==> config.mk <==
export PLATFORM = sky130hd
export DESIGN_NAME = sevenseg_scan_flat
export DESIGN_NICKNAME = d
export VERILOG_FILES = /design/src/rtl/sevenseg_scan_if.sv /design/src/rtl/sevenseg_scan.sv /design/src/flat_wrapper.sv
export SDC_FILE = /design/constraint.sdc
export NUM_CORES = 1
export LEC_CHECK = 0
export BUFFER_PORTS_ARGS = -buffer_cell sky130_fd_sc_hd__buf_2
export CAP_MARGIN = 0
export CORE_ASPECT_RATIO = 0.6
export CORE_MARGIN = 1.5
export CORE_UTILIZATION = 62
export DETAILED_ROUTE_END_ITERATION = 7
export PLACE_DENSITY = 0.81
export SLEW_MARGIN = 40
export SYNTH_ARGS = -nofsm -noshare
export SYNTH_HDL_FRONTEND = slang
export SYNTH_SLANG_ARGS = --single-unit
==> constraint.sdc <==
create_clock -name clk -period 5.15 [get_ports clk]
set_input_delay 1.2875 -clock clk [delete_from_list [all_inputs] [get_ports clk]]
set_output_delay 1.2875 -clock clk [all_outputs]
set_load 0.1 [all_outputs]
==> src/rtl/sevenseg_scan_if.sv <==
// Time bus between a stopwatch core and the display driver: binary MM/SS plus
// adjust controls going in, multiplexed 7-segment drive coming back out.
interface sevenseg_scan_if;
  logic [5:0] minutes;
  logic [5:0] seconds;
  logic       adj;
  logic       sel;
  logic [6:0] seg;
  logic [3:0] an;
  logic       dp;

  modport master (
    output minutes, seconds, adj, sel,
    input  seg, an, dp
  );

  modport slave (
    input  minutes, seconds, adj, sel,
    output seg, an, dp
  );
endinterface

==> src/rtl/sevenseg_scan.sv <==
// 4-digit multiplexed common-anode MM.SS display driver with per-frame snapshot
// of the time inputs and blinking of the field being adjusted.
module sevenseg_scan #(
  parameter int SCAN_DIV  = 100000,
  parameter int BLINK_DIV = 25000000
) (
  input  logic           clk,
  input  logic           rstBtn,
  sevenseg_scan_if.slave bus
);

  localparam int SCAN_W  = (SCAN_DIV  > 2) ? $clog2(SCAN_DIV)  : 1;
  localparam int BLINK_W = (BLINK_DIV > 2) ? $clog2(BLINK_DIV) : 1;
  localparam logic [SCAN_W-1:0]  SCAN_LAST  = SCAN_W'(SCAN_DIV - 1);
  localparam logic [BLINK_W-1:0] BLINK_LAST = BLINK_W'(BLINK_DIV - 1);

  function automatic logic [6:0] seg_code(input logic [3:0] d);
    logic [6:0] code;
    case (d)
      4'd0:    code = 7'b1000000;
      4'd1:    code = 7'b1111001;
      4'd2:    code = 7'b0100100;
      4'd3:    code = 7'b0110000;
      4'd4:    code = 7'b0011001;
      4'd5:    code = 7'b0010010;
      4'd6:    code = 7'b0000010;
      4'd7:    code = 7'b1111000;
      4'd8:    code = 7'b0000000;
      4'd9:    code = 7'b0010000;
      default: code = 7'b1111111;
    endcase
    return code;
  endfunction

  // {tens, ones}; 60..63 simply yield tens digit 6.
  function automatic logic [7:0] to_bcd(input logic [5:0] v);
    return {4'(int'(v) / 10), 4'(int'(v) % 10)};
  endfunction

  logic [SCAN_W-1:0]  scan_cnt_reg, scan_cnt_next;
  logic [1:0]         idx_reg, idx_next;
  logic [BLINK_W-1:0] blink_cnt_reg, blink_cnt_next;
  logic               phase_reg, phase_next;
  logic [5:0]         snap_min_reg, snap_min_next;
  logic [5:0]         snap_sec_reg, snap_sec_next;
  logic [6:0]         seg_reg, seg_next;
  logic [3:0]         an_reg, an_next;
  logic               dp_reg, dp_next;

  logic               scan_wrap;
  logic               frame_end;
  logic               blink_wrap;
  logic               blank;
  logic [7:0]         sec_bcd;
  logic [7:0]         min_bcd;
  logic [3:0]         digit_val [4];
  logic [6:0]         digit_code [4];
  logic [3:0]         digit_an [4];

  assign scan_wrap  = (scan_cnt_reg == SCAN_LAST);
  assign frame_end  = scan_wrap && (idx_reg == 2'd3);
  assign blink_wrap = (blink_cnt_reg == BLINK_LAST);

  assign sec_bcd = to_bcd(snap_sec_reg);
  assign min_bcd = to_bcd(snap_min_reg);

  assign digit_val[0] = sec_bcd[3:0];
  assign digit_val[1] = sec_bcd[7:4];
  assign digit_val[2] = min_bcd[3:0];
  assign digit_val[3] = min_bcd[7:4];

  genvar gi;
  generate
    for (gi = 0; gi < 4; gi++) begin : g_digit
      assign digit_code[gi] = seg_code(digit_val[gi]);
      assign digit_an[gi]   = ~(4'b0001 << gi);
    end
  endgenerate

  // Scan position and the per-frame snapshot.
  always_comb begin
    scan_cnt_next = scan_wrap ? '0 : scan_cnt_reg + 1'b1;
    idx_next      = scan_wrap ? idx_reg + 2'd1 : idx_reg;
    snap_min_next = frame_end ? bus.minutes : snap_min_reg;
    snap_sec_next = frame_end ? bus.seconds : snap_sec_reg;
  end

  // Blink timer only runs in adjust mode; leaving adjust parks it visible.
  always_comb begin
    blink_cnt_next = '0;
    phase_next     = 1'b1;
    if (bus.adj) begin
      blink_cnt_next = blink_wrap ? '0 : blink_cnt_reg + 1'b1;
      phase_next     = blink_wrap ? ~phase_reg : phase_reg;
    end
  end

  // idx[1]=0 is the seconds pair, idx[1]=1 the minutes pair; sel=1 picks seconds.
  assign blank = bus.adj && !phase_reg && (idx_reg[1] != bus.sel);

  always_comb begin
    an_next  = 4'b1111;
    seg_next = 7'h7F;
    dp_next  = 1'b1;
    if (!blank) begin
      an_next  = digit_an[idx_reg];
      seg_next = digit_code[idx_reg];
      dp_next  = (idx_reg != 2'd2);
    end
  end

  always_ff @(posedge clk) begin
    if (!rstBtn) begin
      scan_cnt_reg  <= '0;
      idx_reg       <= 2'd0;
      blink_cnt_reg <= '0;
      phase_reg     <= 1'b1;
      snap_min_reg  <= 6'd0;
      snap_sec_reg  <= 6'd0;
      seg_reg       <= 7'h7F;
      an_reg        <= 4'b1111;
      dp_reg        <= 1'b1;
    end else begin
      scan_cnt_reg  <= scan_cnt_next;
      idx_reg       <= idx_next;
      blink_cnt_reg <= blink_cnt_next;
      phase_reg     <= phase_next;
      snap_min_reg  <= snap_min_next;
      snap_sec_reg  <= snap_sec_next;
      seg_reg       <= seg_next;
      an_reg        <= an_next;
      dp_reg        <= dp_next;
    end
  end

  assign bus.seg = seg_reg;
  assign bus.an  = an_reg;
  assign bus.dp  = dp_reg;

endmodule

==> src/flat_wrapper.sv <==
// flat-port wrapper written by rule: the top's interface ports become plain ports
module sevenseg_scan_flat 
#(
  parameter int SCAN_DIV  = 100000,
  parameter int BLINK_DIV = 25000000
)
  (clk, rstBtn, bus_minutes, bus_seconds, bus_adj, bus_sel, bus_seg, bus_an, bus_dp);
  sevenseg_scan_if bus_i ();
  input  logic clk;
  input  logic rstBtn;
  input wire logic [$bits(bus_i.minutes)-1:0] bus_minutes;
  input wire logic [$bits(bus_i.seconds)-1:0] bus_seconds;
  input wire logic [$bits(bus_i.adj)-1:0] bus_adj;
  input wire logic [$bits(bus_i.sel)-1:0] bus_sel;
  output wire logic [$bits(bus_i.seg)-1:0] bus_seg;
  output wire logic [$bits(bus_i.an)-1:0] bus_an;
  output wire logic [$bits(bus_i.dp)-1:0] bus_dp;
  assign bus_i.minutes = bus_minutes;
  assign bus_i.seconds = bus_seconds;
  assign bus_i.adj = bus_adj;
  assign bus_i.sel = bus_sel;
  assign bus_seg = bus_i.seg;
  assign bus_an = bus_i.an;
  assign bus_dp = bus_i.dp;
  sevenseg_scan #(.SCAN_DIV(SCAN_DIV), .BLINK_DIV(BLINK_DIV)) u_core (.clk(clk), .rstBtn(rstBtn), .bus(bus_i));
endmodule
==> impl_metrics.py <==
metrics = {
    "status": {
        "status": "completed",
    },
    "floorplan": {
        "row_count": 24,
        "core_area_um2": 7330,
        "die_w_um": 116,
        "die_y_um": 70.7,
        "ios": 28,
        "die_area_um2": 8190,
        "start_util": 0.647,
    },
    "yosys": {
        "syn_area_per_cell_um2": 8.28,
        "synth_edf_count": 0,
        "synth_warnings": 0,
        "synth_seq_area_share": 0.287,
        "ys.flop_type": "dfxtp_1",
        "synth_top_area_frac": 0.287,
        "synth-compound-area-share": 0.202,
        "postSynth.asyncResetShare": 0,
        "synth_top_family_by_area": "simple AND/OR/NAND/NOR gates",
        "synth_area_um2": 4740,
        "synth_seq_cells": 68,
        "syn_inst": 572,
        "synthTopCellsByArea": "dfxtp_1 (29%), ha_1 (8.5%), nor2_1 (4.8%), xor2_1 (4.4%), mux2i_1 (3.8%)",
        "synth_nets": 620,
        "synth_xor_area_frac": 0.0721,
        "synthMuxAreaShare": 0.0452,
        "synthAdderAreaFrac": 0.0866,
        "yosys.area_share.simple": 0.256,
        "synth.distinct_cells": 84,
        "yosysTopAreaCell": "dfxtp_1",
    },
    "timing": {
        "rsz0062_at_grt": "false",
        "fmax_mhz": 225,
        "tightest_slew_ns": 0.630,
        "setup_viol": 0,
        "period_share": 0.863,
        "slew_headroom": 0.580,
        "clock_skew_ns": 0.00498,
        "hold_viol": 0,
        "tns_ns": 0,
        "maxSlewViolCount": 0,
        "fin_crit_ns": 4.44,
        "worst_slack_ns": 0.707,
    },
    "worst_setup_path": {
        "crit_path_end_kind": "flip-flop",
        "path_max_fanout": 19,
        "start_kind": "flip-flop",
        "worst_r2r_path_depth": 15,
        "path_class": "flip-flop to flip-flop",
        "crit_path_end": "u_core.bus.seg[0]$_SDFF_PP1_",
        "rr_endpoint": "u_core.bus.seg[0]$_SDFF_PP1_",
        "r2r_setup_slack_ns": 0.71,
        "crit_start": "u_core.snap_min_reg[4]$_SDFFE_PN0P_",
        "rr_startpoint": "u_core.snap_min_reg[4]$_SDFFE_PN0P_",
        "worstPathRequired_ns": 5.34,
        "cp.arrival_ns": 4.64,
    },
    "final_layout": {
        "nets": 634,
        "final_util": 0.711,
        "syn_to_final_growth_pct": 10.0,
        "multi_input_area_um2": 3140,
        "n_fill_cell": 597,
        "drive_gt1_frac": 0.108,
        "final_cell_mix": "dfxtp_1 (67), nor2_1 (61), nand2_1 (46)",
        "diodes": 0,
        "largest_reg_flops": 25,
        "final_common_cell": "dfxtp_1",
        "seqCellArea_um2": 1360,
    },
    "route": {
        "drt-total-wl_um": 10900,
        "routedWlPerCell_um": 15.7,
        "drt_iter0_drc": 362,
        "num_vias": 4242,
        "wl_met3_um": 919,
        "wirelength_met1_um": 5130,
        "top_layer": "met4",
        "wl_met2_um": 4740,
        "ant_nets": 0,
        "drc": 0,
        "viasPerCell": 6.11,
        "dr.pass1.iters": 5,
    },
    "place": {
        "gp_congestion": 0.912,
        "post-place-ws_ns": 0.791,
        "place_hpwl_um": 8030,
        "port-buffer-count": 27,
    },
    "clocking": {
        "htree_num_levels": 3,
        "ctsHoldBuffers": 0,
        "cts_max_path_buffers": 2,
        "clock_sinks": 68,
        "clockRootBuffer": "clkbuf_16",
        "cts_resized": 0,
        "clkTransAtPathRegs_ns": 0.06,
        "cts_tree": "yes",
        "clock_latency_ns": 0.32,
        "post-cts-setup-buffers": 0,
        "cts_buffers": 9,
    },
    "global_routing": {
        "grt_usage": 0.278,
        "grt_max_degree": 27,
        "grt_pass1_vias": 3870,
        "gr-total-overflow": 0,
        "antenna_found_initial": 0,
        "grt_pass1_wl_um": 18300,
    },
    "power": {
        "p_per_area_nw_per_um2": 243,
        "total_power_mw": 1.26,
        "p_leak_nw": 1.95,
        "ir_worst_vdd_uv": 280,
    },
    "hold_path": {
        "hold_path.class": "flip-flop to flip-flop",
        "whs_path_depth": 1,
    },
    "job": {
        "maxCapViolCount": 0,
    },
}
-- worst min path at each step --
stage                                                   from                                 end  slack, ns
after floorplan           u_core.blink_cnt_reg[0]$_SDFF_PP0_  u_core.blink_cnt_reg[0]$_SDFF_PP0_       0.43
after detailed placement   u_core.scan_cnt_reg[0]$_SDFF_PP0_   u_core.scan_cnt_reg[0]$_SDFF_PP0_       0.46
after CTS                  u_core.scan_cnt_reg[0]$_SDFF_PP0_   u_core.scan_cnt_reg[0]$_SDFF_PP0_       0.47
after global routing      u_core.blink_cnt_reg[0]$_SDFF_PP0_  u_core.blink_cnt_reg[0]$_SDFF_PP0_       0.51
final                     u_core.blink_cnt_reg[0]$_SDFF_PP0_  u_core.blink_cnt_reg[0]$_SDFF_PP0_       0.47
after global placement    u_core.blink_cnt_reg[0]$_SDFF_PP0_  u_core.blink_cnt_reg[0]$_SDFF_PP0_       0.45
-- metrics by stage --
step	cells	hold WS [ns]	cell area [um^2]
floorplan	572	0.426	4740
global placement	678	0.446	4870
detailed placement	679	0.460	4870
CTS	694	0.469	5210
global route	694	0.511	5210
finish	694	0.468	5210
-- layer usage --
metal  GRT usage  up-vias
met5           0        -
met4      0.0650        0
met1       0.412     1941
li1            -     2094
met3      0.0617       11
met2       0.412      196
-- report_power, final --
group / total, mW / switching [mW] / internal [mW]
Combinational: 0.0511 / 0.0380 / 0.0131
Clock: 0.677 / 0.216 / 0.461
Sequential: 0.536 / 0.00418 / 0.532
Total: 1.26 / 0.258 / 1.01
-- cell families (layout without fill, tap and decap cells) --
group           after synthesis  after routing
buf+inv                      51             69
flops                        68             68
compound gates              124            124
mux                          21             21
fa+ha+maj                    33             33
simple gates                236            236
xor+xnor                     39             39
-- worst max-delay path, stage by stage, from the launching register on --
cell,delay (ns)
dfxtp_1,0.67
inv_1,0.15
ha_1,0.28
or2_1,0.25
ha_1,0.33
nor2b_1,0.35
a21oi_2,0.19
a21oi_4,0.27
xnor2_1,0.23
ha_1,0.31
o221a_1,0.12
a32o_1,0.24
a31oi_4,0.32
mux2_1,0.36
o21ai_1,0.13
o221ai_1,0.13
-- final cells by class --
cell class	instances	area share
Multi-Input combinational cell	453	0.602
Tap cell	104	0.0250
Timing Repair Buffer	30	0.0303
Inverter	24	0.0173
Sequential cell	68	0.261
Clock buffer	12	0.0511
Clock inverter	3	0.0132
-- cell usage after synthesis (all sizes together) (12+ instances only) --
library cell  instances
a21oi                23
xnor2                15
dfxtp                68
nor2                 63
mux2i                18
xor2                 24
nand3                27
o21ai                26
ha                   32
inv                  23
clkbuf               12
nand2                46
buf                  15
nor2b                22
(Power assumes the default switching activity.)
